## config.mk

```make
export PLATFORM = sky130hd
export DESIGN_NAME = mem_stage_flat
export DESIGN_NICKNAME = d
export VERILOG_FILES = /design/src/rtl/mem_stage_pkg.sv /design/src/rtl/mem_stage_if.sv /design/src/rtl/mem_stage_load_align.sv /design/src/rtl/mem_stage.sv /design/src/flat_wrapper.sv
export SDC_FILE = /design/constraint.sdc
export NUM_CORES = 1
export LEC_CHECK = 0
export CAP_MARGIN = 20
export CORE_ASPECT_RATIO = 0.75
export CORE_MARGIN = 1
export CORE_UTILIZATION = 40
export DETAILED_ROUTE_END_ITERATION = 6
export PLACE_DENSITY = 0.77
export SETUP_SLACK_MARGIN = 0.3
export SYNTH_ARGS = -nofsm -noshare
export SYNTH_HDL_FRONTEND = slang
export SYNTH_HIERARCHICAL = 1
export SYNTH_SLANG_ARGS = --single-unit
export TNS_END_PERCENT = 50
```

## constraint.sdc

```tcl
create_clock -name clk -period 3.4 [get_ports clk]
set_clock_uncertainty 0.05 [all_clocks]
set_input_delay 0.68 -clock clk [delete_from_list [all_inputs] [get_ports clk]]
set_output_delay 0.68 -clock clk [all_outputs]
set_load 0.02 [all_outputs]
```

## src/rtl/mem_stage_pkg.sv

```systemverilog
// Shared definitions for the memory-access pipeline stage: widths, MEM_ALL bit
// positions, exception bit positions and the per-instruction state encoding.
package mem_stage_pkg;

    localparam int DW        = 32;
    localparam int EXC_W     = 7;
    localparam int MEM_ALL_W = 8;
    localparam int RF_ALL_W  = 6;
    localparam int FWD_W     = 1 + RF_ALL_W + DW;

    localparam int MEM_WE = 7;
    localparam int LD_B   = 6;
    localparam int LD_H   = 5;
    localparam int LD_W   = 4;
    localparam int LD_SE  = 3;
    localparam int ST_B   = 2;
    localparam int ST_H   = 1;
    localparam int ST_W   = 0;

    typedef enum logic [2:0] {
        EXC_INT  = 3'd0,
        EXC_ADEF = 3'd1,
        EXC_ALE  = 3'd2,
        EXC_SYS  = 3'd3,
        EXC_BRK  = 3'd4,
        EXC_INE  = 3'd5,
        EXC_ERTN = 3'd6
    } exc_bit_e;

    typedef enum logic [1:0] {
        S_IDLE = 2'd0,
        S_WAIT = 2'd1,
        S_DONE = 2'd2
    } mem_state_e;

    function automatic logic any_exc(input logic [EXC_W-1:0] exc);
        return |exc;
    endfunction

endpackage

```

## src/rtl/mem_stage_if.sv

```systemverilog
// EXE -> MEM handshake and payload bus. EXE drives through master, MEM
// consumes through slave and answers with mem_allowin.
interface mem_stage_if;
    import mem_stage_pkg::*;

    logic                 exe_to_mem_valid;
    logic                 mem_allowin;
    logic [DW-1:0]        exe_pc;
    logic [DW-1:0]        exe_result;
    logic                 exe_res_from_mem;
    logic [MEM_ALL_W-1:0] exe_mem_all;
    logic [RF_ALL_W-1:0]  exe_rf_all;
    logic                 exe_req_sent;
    logic [EXC_W-1:0]     exe_exc_rf;

    modport master (
        output exe_to_mem_valid, exe_pc, exe_result, exe_res_from_mem,
               exe_mem_all, exe_rf_all, exe_req_sent, exe_exc_rf,
        input  mem_allowin
    );

    modport slave (
        input  exe_to_mem_valid, exe_pc, exe_result, exe_res_from_mem,
               exe_mem_all, exe_rf_all, exe_req_sent, exe_exc_rf,
        output mem_allowin
    );

endinterface

```

## src/rtl/mem_stage_load_align.sv

```systemverilog
// Picks the byte/halfword addressed by the low address bits out of a read word
// and sign- or zero-extends it; full words pass through unchanged.
module mem_load_align
    import mem_stage_pkg::*;
(
    input  logic [DW-1:0] rdata,
    input  logic [1:0]    addr_lo,
    input  logic          ld_b,
    input  logic          ld_h,
    input  logic          ld_se,
    output logic [DW-1:0] load_data
);

    logic [7:0]  byte_s;
    logic [15:0] half_s;

    // Lane selection by address offset
    always_comb begin
        case (addr_lo)
            2'd0:    byte_s = rdata[7:0];
            2'd1:    byte_s = rdata[15:8];
            2'd2:    byte_s = rdata[23:16];
            2'd3:    byte_s = rdata[31:24];
            default: byte_s = rdata[7:0];
        endcase
        if (addr_lo[1]) begin
            half_s = rdata[31:16];
        end else begin
            half_s = rdata[15:0];
        end
    end

    // Width selection and extension
    always_comb begin
        if (ld_b) begin
            load_data = {{(DW-8){ld_se & byte_s[7]}}, byte_s};
        end else if (ld_h) begin
            load_data = {{(DW-16){ld_se & half_s[15]}}, half_s};
        end else begin
            load_data = rdata;
        end
    end

endmodule

```

## src/rtl/mem_stage.sv

```systemverilog
// Memory-access pipeline stage: holds one instruction, waits for its data_sram
// response, extracts load data and drops responses orphaned by a flush.
module mem_stage
    import mem_stage_pkg::*;
(
    input  logic                clk,
    input  logic                resetn,
    mem_stage_if.slave          exe_if,
    input  logic                cancel_flush,
    input  logic                data_sram_data_ok,
    input  logic [DW-1:0]       data_sram_rdata,
    input  logic                wb_allowin,
    output logic                mem_to_wb_valid,
    output logic [DW-1:0]       mem_pc,
    output logic [DW-1:0]       mem_final_result,
    output logic [RF_ALL_W-1:0] mem_rf_all,
    output logic [EXC_W-1:0]    mem_exc_rf,
    output logic [FWD_W-1:0]    mem_fwd_all,
    output logic                mem_pipeline_block
);

    mem_state_e           state_d, state_q;
    logic                 mem_valid_d, mem_valid_q;
    logic [DW-1:0]        pc_d, pc_q;
    logic [DW-1:0]        result_d, result_q;
    logic                 res_from_mem_d, res_from_mem_q;
    logic [MEM_ALL_W-1:0] mem_all_d, mem_all_q;
    logic [RF_ALL_W-1:0]  rf_all_d, rf_all_q;
    logic [EXC_W-1:0]     exc_d, exc_q;
    logic [DW-1:0]        rbuf_d, rbuf_q;
    logic [1:0]           discard_cnt_d, discard_cnt_q;

    logic                 data_ok_s;
    logic                 ready_go_s;
    logic                 allowin_s;
    logic                 capture_s;
    logic [1:0]           discard_inc_s;
    logic                 discard_dec_s;
    logic [DW-1:0]        load_src_s;
    logic [DW-1:0]        load_data_s;
    logic [DW-1:0]        final_s;
    logic                 blocking_s;
    logic                 unused_mem_all_s;

    // Handshake: a response only counts once every orphaned response has drained
    always_comb begin
        data_ok_s  = data_sram_data_ok & (discard_cnt_q == 2'd0);
        ready_go_s = (state_q == S_DONE)
                   | ((state_q == S_WAIT) & data_ok_s)
                   | any_exc(exc_q);
        allowin_s  = ~mem_valid_q | (ready_go_s & wb_allowin);
        capture_s  = exe_if.exe_to_mem_valid & allowin_s;
    end

    assign exe_if.mem_allowin = allowin_s;

    // Next-state for valid bit, FSM, payload, response buffer and discard count
    always_comb begin
        mem_valid_d    = mem_valid_q;
        state_d        = state_q;
        pc_d           = pc_q;
        result_d       = result_q;
        res_from_mem_d = res_from_mem_q;
        mem_all_d      = mem_all_q;
        rf_all_d       = rf_all_q;
        exc_d          = exc_q;
        rbuf_d         = rbuf_q;

        if (cancel_flush) begin
            mem_valid_d = 1'b0;
            state_d     = S_IDLE;
        end else if (allowin_s) begin
            mem_valid_d = exe_if.exe_to_mem_valid;
            if (!exe_if.exe_to_mem_valid) begin
                state_d = S_IDLE;
            end else if (exe_if.exe_req_sent) begin
                state_d = S_WAIT;
            end else begin
                state_d = S_DONE;
            end
        end else if ((state_q == S_WAIT) && data_ok_s) begin
            state_d = S_DONE;
        end else begin
            state_d = state_q;
        end

        if (capture_s) begin
            pc_d           = exe_if.exe_pc;
            result_d       = exe_if.exe_result;
            res_from_mem_d = exe_if.exe_res_from_mem;
            mem_all_d      = exe_if.exe_mem_all;
            rf_all_d       = exe_if.exe_rf_all;
            exc_d          = exe_if.exe_exc_rf;
        end else begin
            pc_d = pc_q;
        end

        if ((state_q == S_WAIT) && data_ok_s) begin
            rbuf_d = data_sram_rdata;
        end else begin
            rbuf_d = rbuf_q;
        end

        // A flushed request that already got addr_ok still owes a response
        discard_inc_s = {1'b0, cancel_flush & (state_q == S_WAIT) & ~data_ok_s}
                      + {1'b0, cancel_flush & capture_s & exe_if.exe_req_sent};
        discard_dec_s = data_sram_data_ok & (discard_cnt_q != 2'd0);
        discard_cnt_d = discard_cnt_q + discard_inc_s - {1'b0, discard_dec_s};
    end

    // Data source: buffered word once the response has been parked
    always_comb begin
        if (state_q == S_DONE) begin
            load_src_s = rbuf_q;
        end else begin
            load_src_s = data_sram_rdata;
        end
    end

    mem_load_align u_load_align (
        .rdata     (load_src_s),
        .addr_lo   (result_q[1:0]),
        .ld_b      (mem_all_q[LD_B]),
        .ld_h      (mem_all_q[LD_H]),
        .ld_se     (mem_all_q[LD_SE]),
        .load_data (load_data_s)
    );

    // Result, forwarding and WB handshake outputs
    always_comb begin
        if (res_from_mem_q) begin
            final_s = load_data_s;
        end else begin
            final_s = result_q;
        end
        blocking_s         = mem_valid_q & res_from_mem_q & ~ready_go_s;
        mem_to_wb_valid    = mem_valid_q & ready_go_s & ~cancel_flush;
        mem_pipeline_block = mem_valid_q & any_exc(exc_q);
        if (mem_valid_q) begin
            mem_fwd_all = {blocking_s, rf_all_q, final_s};
        end else begin
            mem_fwd_all = {FWD_W{1'b0}};
        end
    end

    assign mem_pc           = pc_q;
    assign mem_final_result = final_s;
    assign mem_rf_all       = rf_all_q;
    assign mem_exc_rf       = exc_q;

    assign unused_mem_all_s = ^{mem_all_q[MEM_WE], mem_all_q[LD_W],
                                mem_all_q[ST_B], mem_all_q[ST_H], mem_all_q[ST_W]};

    // Stage registers and per-instruction FSM state
    always_ff @(posedge clk or negedge resetn) begin
        if (!resetn) begin
            mem_valid_q    <= 1'b0;
            state_q        <= S_IDLE;
            pc_q           <= {DW{1'b0}};
            result_q       <= {DW{1'b0}};
            res_from_mem_q <= 1'b0;
            mem_all_q      <= {MEM_ALL_W{1'b0}};
            rf_all_q       <= {RF_ALL_W{1'b0}};
            exc_q          <= {EXC_W{1'b0}};
            rbuf_q         <= {DW{1'b0}};
            discard_cnt_q  <= 2'd0;
        end else begin
            mem_valid_q    <= mem_valid_d;
            state_q        <= state_d;
            pc_q           <= pc_d;
            result_q       <= result_d;
            res_from_mem_q <= res_from_mem_d;
            mem_all_q      <= mem_all_d;
            rf_all_q       <= rf_all_d;
            exc_q          <= exc_d;
            rbuf_q         <= rbuf_d;
            discard_cnt_q  <= discard_cnt_d;
        end
    end

endmodule

```

## src/flat_wrapper.sv

```systemverilog
// flat-port wrapper written by rule: the top's interface ports become plain ports
module mem_stage_flat import mem_stage_pkg::*;
  (clk, resetn, cancel_flush, data_sram_data_ok, data_sram_rdata, wb_allowin, mem_to_wb_valid, mem_pc, mem_final_result, mem_rf_all, mem_exc_rf, mem_fwd_all, mem_pipeline_block, exe_if_exe_to_mem_valid, exe_if_exe_pc, exe_if_exe_result, exe_if_exe_res_from_mem, exe_if_exe_mem_all, exe_if_exe_rf_all, exe_if_exe_req_sent, exe_if_exe_exc_rf, exe_if_mem_allowin);
  mem_stage_if exe_if_i ();
  input  logic clk;
  input  logic resetn;
  input  logic cancel_flush;
  input  logic data_sram_data_ok;
  input  logic [DW-1:0] data_sram_rdata;
  input  logic wb_allowin;
  output logic mem_to_wb_valid;
  output logic [DW-1:0] mem_pc;
  output logic [DW-1:0] mem_final_result;
  output logic [RF_ALL_W-1:0] mem_rf_all;
  output logic [EXC_W-1:0] mem_exc_rf;
  output logic [FWD_W-1:0] mem_fwd_all;
  output logic mem_pipeline_block;
  input wire logic [$bits(exe_if_i.exe_to_mem_valid)-1:0] exe_if_exe_to_mem_valid;
  input wire logic [$bits(exe_if_i.exe_pc)-1:0] exe_if_exe_pc;
  input wire logic [$bits(exe_if_i.exe_result)-1:0] exe_if_exe_result;
  input wire logic [$bits(exe_if_i.exe_res_from_mem)-1:0] exe_if_exe_res_from_mem;
  input wire logic [$bits(exe_if_i.exe_mem_all)-1:0] exe_if_exe_mem_all;
  input wire logic [$bits(exe_if_i.exe_rf_all)-1:0] exe_if_exe_rf_all;
  input wire logic [$bits(exe_if_i.exe_req_sent)-1:0] exe_if_exe_req_sent;
  input wire logic [$bits(exe_if_i.exe_exc_rf)-1:0] exe_if_exe_exc_rf;
  output wire logic [$bits(exe_if_i.mem_allowin)-1:0] exe_if_mem_allowin;
  assign exe_if_i.exe_to_mem_valid = exe_if_exe_to_mem_valid;
  assign exe_if_i.exe_pc = exe_if_exe_pc;
  assign exe_if_i.exe_result = exe_if_exe_result;
  assign exe_if_i.exe_res_from_mem = exe_if_exe_res_from_mem;
  assign exe_if_i.exe_mem_all = exe_if_exe_mem_all;
  assign exe_if_i.exe_rf_all = exe_if_exe_rf_all;
  assign exe_if_i.exe_req_sent = exe_if_exe_req_sent;
  assign exe_if_i.exe_exc_rf = exe_if_exe_exc_rf;
  assign exe_if_mem_allowin = exe_if_i.mem_allowin;
  mem_stage u_core (.clk(clk), .resetn(resetn), .exe_if(exe_if_i), .cancel_flush(cancel_flush), .data_sram_data_ok(data_sram_data_ok), .data_sram_rdata(data_sram_rdata), .wb_allowin(wb_allowin), .mem_to_wb_valid(mem_to_wb_valid), .mem_pc(mem_pc), .mem_final_result(mem_final_result), .mem_rf_all(mem_rf_all), .mem_exc_rf(mem_exc_rf), .mem_fwd_all(mem_fwd_all), .mem_pipeline_block(mem_pipeline_block));
endmodule
```

# After elaboration in Yosys (flattened, before gate mapping)
# Index checks and enable logic that the tools add are counted.
[totals]
reg_bits = 122
inputBits = 125
word_cells = 62
[classes]
add_sub_neg = 3
eq_ne = 5
muxes = 14
n_bitwise = 23
reduce_logical = 7
[op_table]
columns = ["op", "count"]
rows = [
  ["two-way mux 32 bit", 4],
  ["two-way mux 39 bit", 1],
  ["case mux 8 bit (4 select lines)", 1],
  ["bitwise AND 1 bit", 16],
  ["two-way mux 16 bit", 1],
  ["two-way mux 2 bit", 5],
  ["OR reduction 7 bit", 1],
  ["== test 2 bit, second input constant", 3],
  ["== test 2 x 1 -> 1 bit, second input constant", 2],
  ["logical NOT 2 bit", 2],
  ["inverter 1 bit", 4],
  ["nonzero test 2 bit", 2],
  ["bitwise OR 1 bit", 3],
  ["nonzero test 3 bit", 1],
  ["adder 1 x 1 -> 2 bit", 1],
  ["adder 2 bit", 1],
  ["two-way mux 1 bit", 2],
  ["subtractor 2 x 1 -> 2 bit", 1],
  ["logical AND 1 bit", 1],
]

# Depth between registers and ports, before layout
[depth]
ltp_word = 13
ltp_mapped = 10
ltp_nobuf = 7

# Hierarchy
# The synthesis kept the hierarchy.
[modules_own_cells]
columns = ["module", "n_inst", "cells_per_inst", "area_per_inst_um2", "seq_area_each_um2"]
rows = [
  ["mem_stage", 1, 395, 5567.8, 2952.8],
  ["mem_load_align", 1, 113, 810.8, 0.0],
]

# Least setup slack after synthesis
# No wires, ideal clock.
[synth_timing]
path_type = "flip-flop to output port"
startpoint = "register u_core.state_q[0]"
endpoint = "output port mem_fwd_all[30]"
t_arrival_ns = 2.706
required_ns = 2.670
slack_ns = -0.036
stages_incl_launch_ff = 11
path_cell_list = "dfrtp_1 -> nor2b_1 -> clkbuf_1 -> clkbuf_1 -> mux2_2 -> mux2_4 -> a2bb2oi_4 -> buf_6 -> nand3_1 -> mux2_2 -> and2_1"
[synth_rtl]
columns = ["element", "line_no", "rtl"]
rows = [
  ["start, declared", "mem_stage.sv:22", "mem_state_e state_d, state_q;"],
  ["start signal, assigned", "mem_stage.sv:169", "state_q <= state_d;"],
  ["== test 2 bit", "mem_stage.sv:113", "if (state_q == S_DONE) begin"],
  ["two-way mux 32 bit", "mem_stage.sv:113", ""],
  ["via u_core.load_src_s[23]", "mem_stage.sv:39", "logic [DW-1:0] load_src_s;"],
  ["case mux 8 bit (4 select lines)", "mem_stage_load_align.sv:19", "case (addr_lo)"],
  ["bitwise AND 1 bit", "mem_stage_load_align.sv:36", "load_data = {{(DW-8){ld_se & byte_s[7]}}, byte_s};"],
  ["two-way mux 32 bit", "mem_stage_load_align.sv:35", "if (ld_b) begin"],
  ["via u_core.load_data_s[30]", "mem_stage.sv:40", "logic [DW-1:0] load_data_s;"],
  ["two-way mux 32 bit", "mem_stage.sv:131", "if (res_from_mem_q) begin"],
  ["via mem_final_result[30]", "flat_wrapper.sv:13", "output logic [DW-1:0] mem_final_result;"],
  ["two-way mux 39 bit", "mem_stage.sv:139", "if (mem_valid_q) begin"],
  ["end, declared", "flat_wrapper.sv:16", "output logic [FWD_W-1:0] mem_fwd_all;"],
]
# The timed path passes the listed nets, and every way through them passes these cells.

# Final worst setup path
[layout_timing]
startpoint = "register u_core.state_q[0]"
endpoint = "output port mem_fwd_all[20]"
[layout_via]
elab_chain_cells = 8
[layout_rtl]
columns = ["element", "line_no", "rtl"]
rows = [
  ["== test 2 bit (*)", "mem_stage.sv:113", ""],
  ["two-way mux 32 bit (*)", "mem_stage.sv:113", ""],
  ["via u_core.load_src_s[31]", "mem_stage.sv:39", ""],
  ["two-way mux 16 bit", "mem_stage_load_align.sv:26", "if (addr_lo[1]) begin"],
  ["bitwise AND 1 bit", "mem_stage_load_align.sv:38", "load_data = {{(DW-16){ld_se & half_s[15]}}, half_s};"],
  ["two-way mux 32 bit", "mem_stage_load_align.sv:37", "end else if (ld_h) begin"],
  ["two-way mux 32 bit (*)", "mem_stage_load_align.sv:35", ""],
  ["via u_core.load_data_s[20]", "mem_stage.sv:40", ""],
  ["two-way mux 32 bit (*)", "mem_stage.sv:131", ""],
  ["two-way mux 39 bit (*)", "mem_stage.sv:139", ""],
]
# The timed path passes the listed nets; every way through them passes the cells marked *.

==> qor.csv <==
stage,metric,value,unit
yosys,syn-num-nets,635,
yosys,synth-seq-cells,118,
yosys,ys.flop_type,dfrtp_1,
cells_and_area,drive_gt1_frac,0.512,
cells_and_area,insertedDiodeCount,0,
pwr,seqPwrFrac,0.318,
pwr,p_leak,0.00485,uW
place,placed_cells,966,
yosys,ys_top_cells_by_area,"dfrtp_1, mux2_2, and2_1",
yosys,synthMostInstantiatedCell,mux2_2,
global_routing,grt_max_degree,59,
clocking,clock_latency,0.40,ns
die,start_util,0.414,
pwr,vdd_drop_max,0.000375,V
place,portBuffers,238,
place,pre_cts_ws,-0.504,ns
route,vias,5222,
worst_setup_path,timing.rr.end,u_core/result_q[27],
clocking,cts_sinks,118,
die,dieWidth,148,um
pwr,internal_power,4140,uW
route,drt_iter0_markers,237,
worst_setup_path,cp_data_arrival_time,2.82,ns
worst_setup_path,cp_max_fo,8,
global_routing,antenna_found_initial,0,
yosys,synth_top_area_share,0.463,
pwr,p_total,6030,uW
worst_setup_path,cpMaxStageDelayCell,dfrtp_1,
worst_setup_path,cp-end-kind,primary output,
sta,tightest_slew,0.772,ns
cells_and_area,final_nets,919,
place,dp_hpwl,14000,um
yosys,ys_warn_count,6,
sta,max_freq,281,MHz
global_routing,grt_pass1_wl,31500,um
global_routing,grt_usage,0.249,
worst_setup_path,slowest_delay,0.40,ns
clocking,htreeDepth,4,
yosys,ys_seq_area_frac,0.463,
sta,final.setup.tns,-4.44,ns
sta,finalSetupViolCount,48,
cells_and_area,fill_cells,1143,
worst_setup_path,startpoint_type,flop,
route,avgViaCountPerCell,5.17,
yosys,avgSynthCellArea,12.6,um2
job,maxCapViolations,0,
route,dr.pass1.iters,4,
worst_setup_path,required,2.67,ns
route,routed_wirelength,19700,um
pwr,comb_power_share,0.371,
global_routing,grt.overflow.total,0,
worst_setup_path,rrSetupSlack,0.96,ns
route,final_antenna_net_count,0,
pwr,powerDensity,573,nW/um2
pwr,switching_power,1900,uW
clocking,cts-buffers-inserted,17,
die,rows,39,
clocking,clkTransAtPathRegs,0.06,ns
sta,hold_viol_final,0,
pwr,p_sw_frac,0.314,
yosys,yosysTopAreaCell,dfrtp_1,
worst_setup_path,r2r-start,u_core/state_q[1],
yosys,syn_area,6380,um2
sta,report.final.slew_viol_count,0,
pwr,clkPwrFrac,0.312,
worst_setup_path,cpMostUsedCell,mux2_4,
yosys,syn_inst,508,
route,drc_errors,0,
die,fp.dieH,111,um
cells_and_area,area_delta_synth_final,65.1,%
hold_path,hold_class,primary input to async pin,
sta,fin_ws,-0.152,ns
sta,period_share,1.04,
yosys,yosys.cell_types.count,41,
clocking,clockRootBuffer,clkbuf_16,
route,avgRoutedWirePerCell,19.5,um
place,gp_congestion,0.876,
global_routing,grt_pass1_vias,5762,
cells_and_area,stdcell_count,1010,
die,ios,244,
yosys,ys_async_sr_fraction,1.00,
run_status,status,"finished, violations left",
run_status,violations,negative setup slack,
die,core_area,15400,um2
die,die_area,16500,um2
worst_setup_path,critical_path.cell_chain,nor2b_4 > buf_12 > mux2_4 > mux2_4 > a2bb2oi_4 > buf_6 > buf_12 > nand3_4 > mux2_4 > and2_4 > buf_6,
sta,period_needed,3.55,ns
clocking,tritoncts,yes,
sta,rsz0062_at_grt,true,
worst_setup_path,r2r_cells,8,
worst_setup_path,path_class,flop to primary output,
clocking,clockBufferDepth,2,
yosys,synth_edf_count,0,
sta,slew_headroom,0.485,
yosys,synth_common_cells,"mux2_2, dfrtp_1, and2_1",
-- through the flow --
stage | util | cell area [um2] | hold WS [ns]
global route | 0.683 | 10500 | 0.347
finish | 0.683 | 10500 | 0.298
detailed placement | 0.602 | 9280 | 0.430
CTS | 0.671 | 10300 | 0.318
global placement | 0.602 | 9280 | 0.420
floorplan | - | 6440 | 0.334
-- how the worst max path moves through the flow --
stage,from,endpoint,slack [ns],depth (start not counted)
3_3_place_gp,data_sram_rdata[31],mem_fwd_all[20],-0.50,9
5_1_grt,u_core/state_q[0],mem_fwd_all[20],-0.25,11
4_1_cts,u_core/state_q[0],mem_fwd_all[30],-0.13,11
6_report,u_core/state_q[0],mem_fwd_all[20],-0.15,11
3_5_place_dp,data_sram_rdata[31],mem_fwd_all[20],-0.50,9
2_1_floorplan,u_core/state_q[0],mem_fwd_all[21],0.27,10
-- cell families after synthesis --
kind of cell    after synthesis  share of synthesized area
mux                         200                      0.349
flops                       118                      0.463
simple gates                107                     0.0949
buf+inv                      41                     0.0363
compound gates               38                     0.0490
xor+xnor                      2                    0.00275
fa+ha+maj                     2                    0.00510
-- repair_timing --
| item | 4_1_cts | 5_1_grt |
|---|---|---|
| setup buffers | 8 | 2 |
| gates cloned | 1 | 1 |
| hold buffers | 0 | 0 |
| pin swaps | 6 | 6 |
| gates resized for setup | 436 | 47 |
| setup endpoints to repair | 67 | 67 |
-- state kept, by name (all words and copies together) (netlist names) --
signal,count
u_core/mem_exc_rf,7
u_core/mem_rf_all,6
u_core/result_q,32
u_core/res_from_mem_q,1
u_core/discard_cnt_q,2
u_core/rbuf_q,32
u_core/state_q,2
u_core/mem_pc,32
u_core/mem_all_q,3
u_core/mem_valid_q,1
-- power groups by stage --
stage	sequential [uW]	combinational (uW)	clock, uW
2_1_floorplan	1950	1030	0
3_3_place_gp	1890	1960	0
3_5_place_dp	1920	2000	0
4_1_cts	1900	2160	1920
5_1_grt	1960	2380	1970
6_report	1920	2240	1880
-- worst max-delay path: cells and delay by family, from the launching register on --
kind | cells | cell delay [ns]
muxes | 3 | 0.94
buffers and inverters | 4 | 0.52
AOI/OAI and AO/OA | 1 | 0.16
DFF | 1 | 0.40
and+or+nand+nor | 3 | 0.39
-- routing by layer --
layer | wire length, um | global-route usage | vias up
met1 | 8390 | 0.321 | 2589
li1 | - | - | 2401
met4 | 330 | 0.0735 | 0
met2 | 9590 | 0.416 | 206
met3 | 1360 | 0.0566 | 26
met5 | 0 | 0 | -
-- cells in the final DEF (no fill, tap or decap), types with 7 or more instances in the layout --
| master | instances |
|---|---|
| mux2i_1 | 20 |
| mux2_4 | 51 |
| nand2_1 | 19 |
| and2_4 | 27 |
| clkdlybuf4s50_1 | 170 |
| mux2_2 | 116 |
| mux2_1 | 9 |
| and2_1 | 12 |
| nand3_2 | 14 |
| and3_1 | 7 |
| buf_4 | 48 |
| buf_6 | 47 |
| dfrtp_1 | 117 |
| buf_2 | 22 |
| a211oi_2 | 7 |
| buf_12 | 9 |
| clkbuf_16 | 18 |
-- area by class of cell --
type,count,area [um2],share of cell area
well taps,205,256,0.0244
clock buffers,17,425,0.0404
clock inverters,15,195,0.0185
multi-input cells,349,3720,0.353
flip-flops and latches,118,2950,0.281
inverters,4,15.0,0.00143
repair buffers,302,2960,0.281
(Power assumes the default switching activity.)
